===== src/rtl/egress_port.sv =====
// egress_port: crossbar egress stage. A DEPTH-entry FIFO of {src, data}
// feeds a registered output stage run by a two-state FSM (IDLE/SEND).
// A packet arriving while the FIFO is full is dropped.
// Optional feature macro: EGRESS_STATS_EN enables saturating delivered and
// dropped packet counters; without it pkt_cnt/drop_cnt are tied to zero.
module egress_port #(
   parameter int PACKET_WIDTH = 16,
   parameter int DEPTH        = 4
) (
   input  logic                      clk,
   input  logic                      rst_n,
   input  logic                      in_valid,
   input  logic [1:0]                in_src,
   input  logic [PACKET_WIDTH-1:0]   in_data,
   output logic                      in_ready,
   output logic                      out_valid,
   output logic [PACKET_WIDTH-1:0]   out_data,
   output logic [1:0]                out_src,
   input  logic                      out_ready,
   output logic [$clog2(DEPTH):0]    fifo_count,
   output logic [15:0]               pkt_cnt,
   output logic [15:0]               drop_cnt
);

   localparam int AW = $clog2(DEPTH);
   localparam int EW = PACKET_WIDTH + 2;
   localparam logic [AW:0]   FULL    = (AW+1)'(DEPTH);
   localparam logic [AW:0]   CNT_ONE = (AW+1)'(1);
   localparam logic [AW-1:0] PTR_ONE = AW'(1);

   typedef enum logic {IDLE, SEND} state_t;

   state_t         state, state_nxt;
   logic [EW-1:0]  mem [DEPTH];
   logic [AW-1:0]  wr_ptr, rd_ptr;
   logic           push, pop, drop;

   // Full is judged on the registered occupancy only, so a same-cycle drain
   // never opens a slot for the arriving packet.
   assign in_ready  = (fifo_count < FULL);
   assign push      = in_valid && in_ready;
   assign drop      = in_valid && !in_ready;
   assign out_valid = (state == SEND);

   // Next-state and pop decision; pop only sees pre-edge occupancy, so an
   // entry written this cycle cannot be read through.
   always_comb begin
      state_nxt = state;
      pop       = 1'b0;
      case (state)
         IDLE: begin
            if (fifo_count != '0) begin
               pop       = 1'b1;
               state_nxt = SEND;
            end
         end
         SEND: begin
            if (out_ready) begin
               if (fifo_count != '0) pop       = 1'b1;
               else                  state_nxt = IDLE;
            end
         end
         default: state_nxt = IDLE;
      endcase
   end

   // FSM state register.
   always_ff @(posedge clk or negedge rst_n) begin
      if (!rst_n) state <= IDLE;
      else        state <= state_nxt;
   end

   // FIFO storage; contents need no reset since occupancy gates every read.
   always_ff @(posedge clk) begin
      if (push) mem[wr_ptr] <= {in_src, in_data};
   end

   // Pointers wrap naturally at DEPTH (power of two); occupancy tracks push/pop.
   always_ff @(posedge clk or negedge rst_n) begin
      if (!rst_n) begin
         wr_ptr     <= '0;
         rd_ptr     <= '0;
         fifo_count <= '0;
      end else begin
         if (push) wr_ptr <= wr_ptr + PTR_ONE;
         if (pop)  rd_ptr <= rd_ptr + PTR_ONE;
         case ({push, pop})
            2'b10:   fifo_count <= fifo_count + CNT_ONE;
            2'b01:   fifo_count <= fifo_count - CNT_ONE;
            default: fifo_count <= fifo_count;
         endcase
      end
   end

   // Output register loads the FIFO head on every pop, otherwise holds.
   always_ff @(posedge clk or negedge rst_n) begin
      if (!rst_n) begin
         out_data <= '0;
         out_src  <= '0;
      end else if (pop) begin
         {out_src, out_data} <= mem[rd_ptr];
      end
   end

`ifdef EGRESS_STATS_EN
   // Saturating delivered/dropped packet counters.
   always_ff @(posedge clk or negedge rst_n) begin
      if (!rst_n) begin
         pkt_cnt  <= '0;
         drop_cnt <= '0;
      end else begin
         if (out_valid && out_ready && pkt_cnt != 16'hFFFF) pkt_cnt  <= pkt_cnt + 16'd1;
         if (drop && drop_cnt != 16'hFFFF)                  drop_cnt <= drop_cnt + 16'd1;
      end
   end
`else
   assign pkt_cnt  = '0;
   assign drop_cnt = '0;
`endif

endmodule


===== config.mk =====
export PLATFORM = sky130hd
export DESIGN_NAME = egress_port
export DESIGN_NICKNAME = d
export VERILOG_FILES = /design/src/rtl/egress_port.sv
export SDC_FILE = /design/constraint.sdc
export NUM_CORES = 1
export LEC_CHECK = 0
export CAP_MARGIN = 5
export CORE_ASPECT_RATIO = 0.9
export CORE_MARGIN = 4
export CORE_UTILIZATION = 62
export CTS_CLUSTER_DIAMETER = 120
export CTS_CLUSTER_SIZE = 24
export DETAILED_ROUTE_END_ITERATION = 7
export DONT_BUFFER_PORTS = 1
export GPL_TIMING_DRIVEN = 0
export PLACE_DENSITY = 0.79
export SYNTH_ARGS = -nofsm -noshare
export SYNTH_HDL_FRONTEND = slang
export SYNTH_SLANG_ARGS = --single-unit

===== constraint.sdc =====
create_clock -name clk -period 2.8 [get_ports clk]
set_clock_uncertainty 0.1 [all_clocks]
set_input_delay 0.84 -clock clk [delete_from_list [all_inputs] [get_ports clk]]
set_output_delay 0.84 -clock clk [all_outputs]
set_load 0.005 [all_outputs]

==> flow_summary.ini <==
[outcome]
outcome = completed

[power_and_ir_drop]
p_sw_share_pct = 28.4
net-switching-power_w = 0.00117
clockPowerShare_pct = 19.1
p_seq_share_pct = 51.3
p_leak_nw = 1.75
power.internal_w = 0.00296
power_w = 0.00413
power-per-cell-area_mw_per_mm2 = 933
combPwrFrac_pct = 29.6
ir_worst_vdd_mv = 0.455

[route]
drt_iter0_drc = 58
vias_per_cell = 4.98
routedWlPerCell_um = 17.8
drt_first_pass_iters = 5
num_vias = 1702
route.met3.wl_um = 694
drc_errors = 0
top_layer = met4
routed-wl-met2_um = 3000
routed_wl_um = 6080
wl_met1_um = 2340
ant_nets = 0

[final_layout]
drive_gt1_share_pct = 34.5
fillCellCount = 395
mostFrequentLayoutCell = edfxtp_1
area_growth_pct = 9.81
layout.nets = 278
regArea_mm2 = 0.00281
final_area_mm2 = 0.00442
multi_input_area_mm2 = 0.00101
final_cell_mix = edfxtp_1 (72), buf_4 (33), conb_1 (32)
antenna_cells = 0

[global_route]
antenna_found_initial = 0
grt_pass1_vias = 1831
grt-ovfl-total = 0
grt_max_degree = 27
grtUsageTotal_pct = 17.2
grt_pass1_wl_um = 9790

[worst_setup_path]
worstSetupEndpointType = flop
cp.required_ns = 2.98
timing.rr.start = fifo_count[0]
r2r_cells = 9
worstPathMaxFanout = 10
crit_arrival_ns = 2.47
startpoint_type = flop
crit_type = flop to flop
cp-startpoint = fifo_count[0]

[hold_path]
hp-class = input port to asynchronous set/reset pin

[floorplan]
die_y_um = 84.5
core_area_mm2 = 0.00622
initial_utilization_pct = 64.8
pin_count = 77
die_w_um = 93.0
dieArea_mm2 = 0.00785
std_cell_rows = 27

[timing]
slew_headroom_pct = 35.3
tns_ns = 0
slew_viol_final = 0
clock.fmax_mhz = 436
post-route-min-period_ns = 2.29
max_slew.worst_pin.slew_ns = 0.971
final.period_utilization_pct = 81.9
finalHoldViolCount = 0
grt_setup_unrepaired = false
finalSetupViolations = 0

[clock_network]
postCtsHoldBufs = 0
post-cts-setup-buffers = 0
cts_buffers = 9
cts-htree-levels = 3
cts_sinks = 98
clk_path_buf_depth = 2
clock_latency_ns = 0.35
cts_tree = yes
clk_pin_slew_ns = 0.09
cts_resized = 0
cts_root_buf = clkbuf_8

[synthesis]
synthDistinctLibCells = 24
avgSynthCellArea_um2 = 19.4
ys_ff_latch = 98
synth_area_mm2 = 0.00403
syn_inst = 208
yosysWarnings = 0
synth_seq_area_share_pct = 69.8

[placed_design]
place_area_mm2 = 0.00425
dp_hpwl_um = 3970
gp_congestion = 0.646
port_buffers = 0

[job]
maxCapViolCount = 0
state kept, by name, indices dropped and copies added, names as in the netlist:
register,cells
mem,72
out_data,16
fifo_count,3
out_src,2
rd_ptr,2
wr_ptr,2
out_valid,1
stage by stage:
stage               hold WS [ns]  cells  utilization, %  setup WS, ns
CTS                       0.0533    342            71.2         0.475
finish                    0.0741    342            71.2         0.506
floorplan                  0.405    239               -         0.347
global placement           0.430    326            68.4         0.191
detailed placement         0.431    326            68.4         0.151
global route              0.0328    342            71.2         0.316
path summary, 6_finish.rpt:
kind | end | slack [ns]
max | fifo_count[2] | 0.51
min | out_data[10] | 0.07
max reg2reg | fifo_count[2] | 0.51
min reg2reg | out_data[10] | 0.45
max in group asynchronous | out_data[9] | 2.43
min in group clk | out_data[10] | 0.45
cells by family after synthesis:
| family | synth area share [%] |
|---|---|
| other | 0.0931 |
| AND/OR/NAND/NOR | 1.55 |
| XOR/XNOR | 1.30 |
| adder cells (fa/ha/maj) | 2.05 |
| flip-flops | 69.8 |
| AO/OA/AOI/OAI | 0.248 |
| multiplexers | 17.0 |
| buffers and inverters | 7.92 |
area by class of cell:
cell class              instances  share of cell area [%]
multi-input cells              94                    22.9
well taps                      87                    2.46
clock inverters                 5                   0.877
clock buffers                  11                    2.97
plain buffers                  39                    6.53
flip-flops and latches         98                    63.6
inverters                       8                   0.679
synth_stat cells:
cell,instances,area [um2]
fa_1,1,20.0
xor2_1,3,26.3
mux4_2,18,405
buf_4,33,248
buf_2,3,15.0
a21oi_1,1,5.00
nand2_1,2,7.51
nor2_1,1,3.75
ha_1,5,62.6
mux2i_1,1,10.0
clkbuf_1,1,3.75
o21ai_0,1,5.00
and2_1,4,25.0
nor2b_1,1,6.26
nor3_1,1,5.00
buf_6,2,22.5
and3b_1,1,8.76
dfrtp_1,26,651
nand2b_1,1,6.26
edfxtp_1,72,2160
conb_1,1,3.75
xnor2_1,3,26.3
inv_1,8,30.0
mux2_4,18,270
power groups by stage:
stage,registers (W),clock network (W),logic (W)
after global placement,0.00215,0,0.00120
final,0.00212,0.000788,0.00122
after CTS,0.00213,0.000812,0.00125
after floorplan,0.00208,0,0.00106
after detailed placement,0.00215,0,0.00124
after global routing,0.00216,0.000884,0.00135
metal layers:
layer	up-vias	global-route usage, %
met5	-	0
met4	0	4.39
met3	4	7.97
met2	78	27.8
met1	831	21.2
li1	789	-
critical path: stages (launching register included):
cell	delay, ns
dfrtp_1	0.43
nor3_1	0.10
a21oi_1	0.16
buf_2	0.36
ha_1	0.25
inv_1	0.06
fa_1	0.37
xor2_1	0.15
nor2_1	0.12
xnor2_1	0.13
Note: power is estimated with default switching activity, not from simulation.
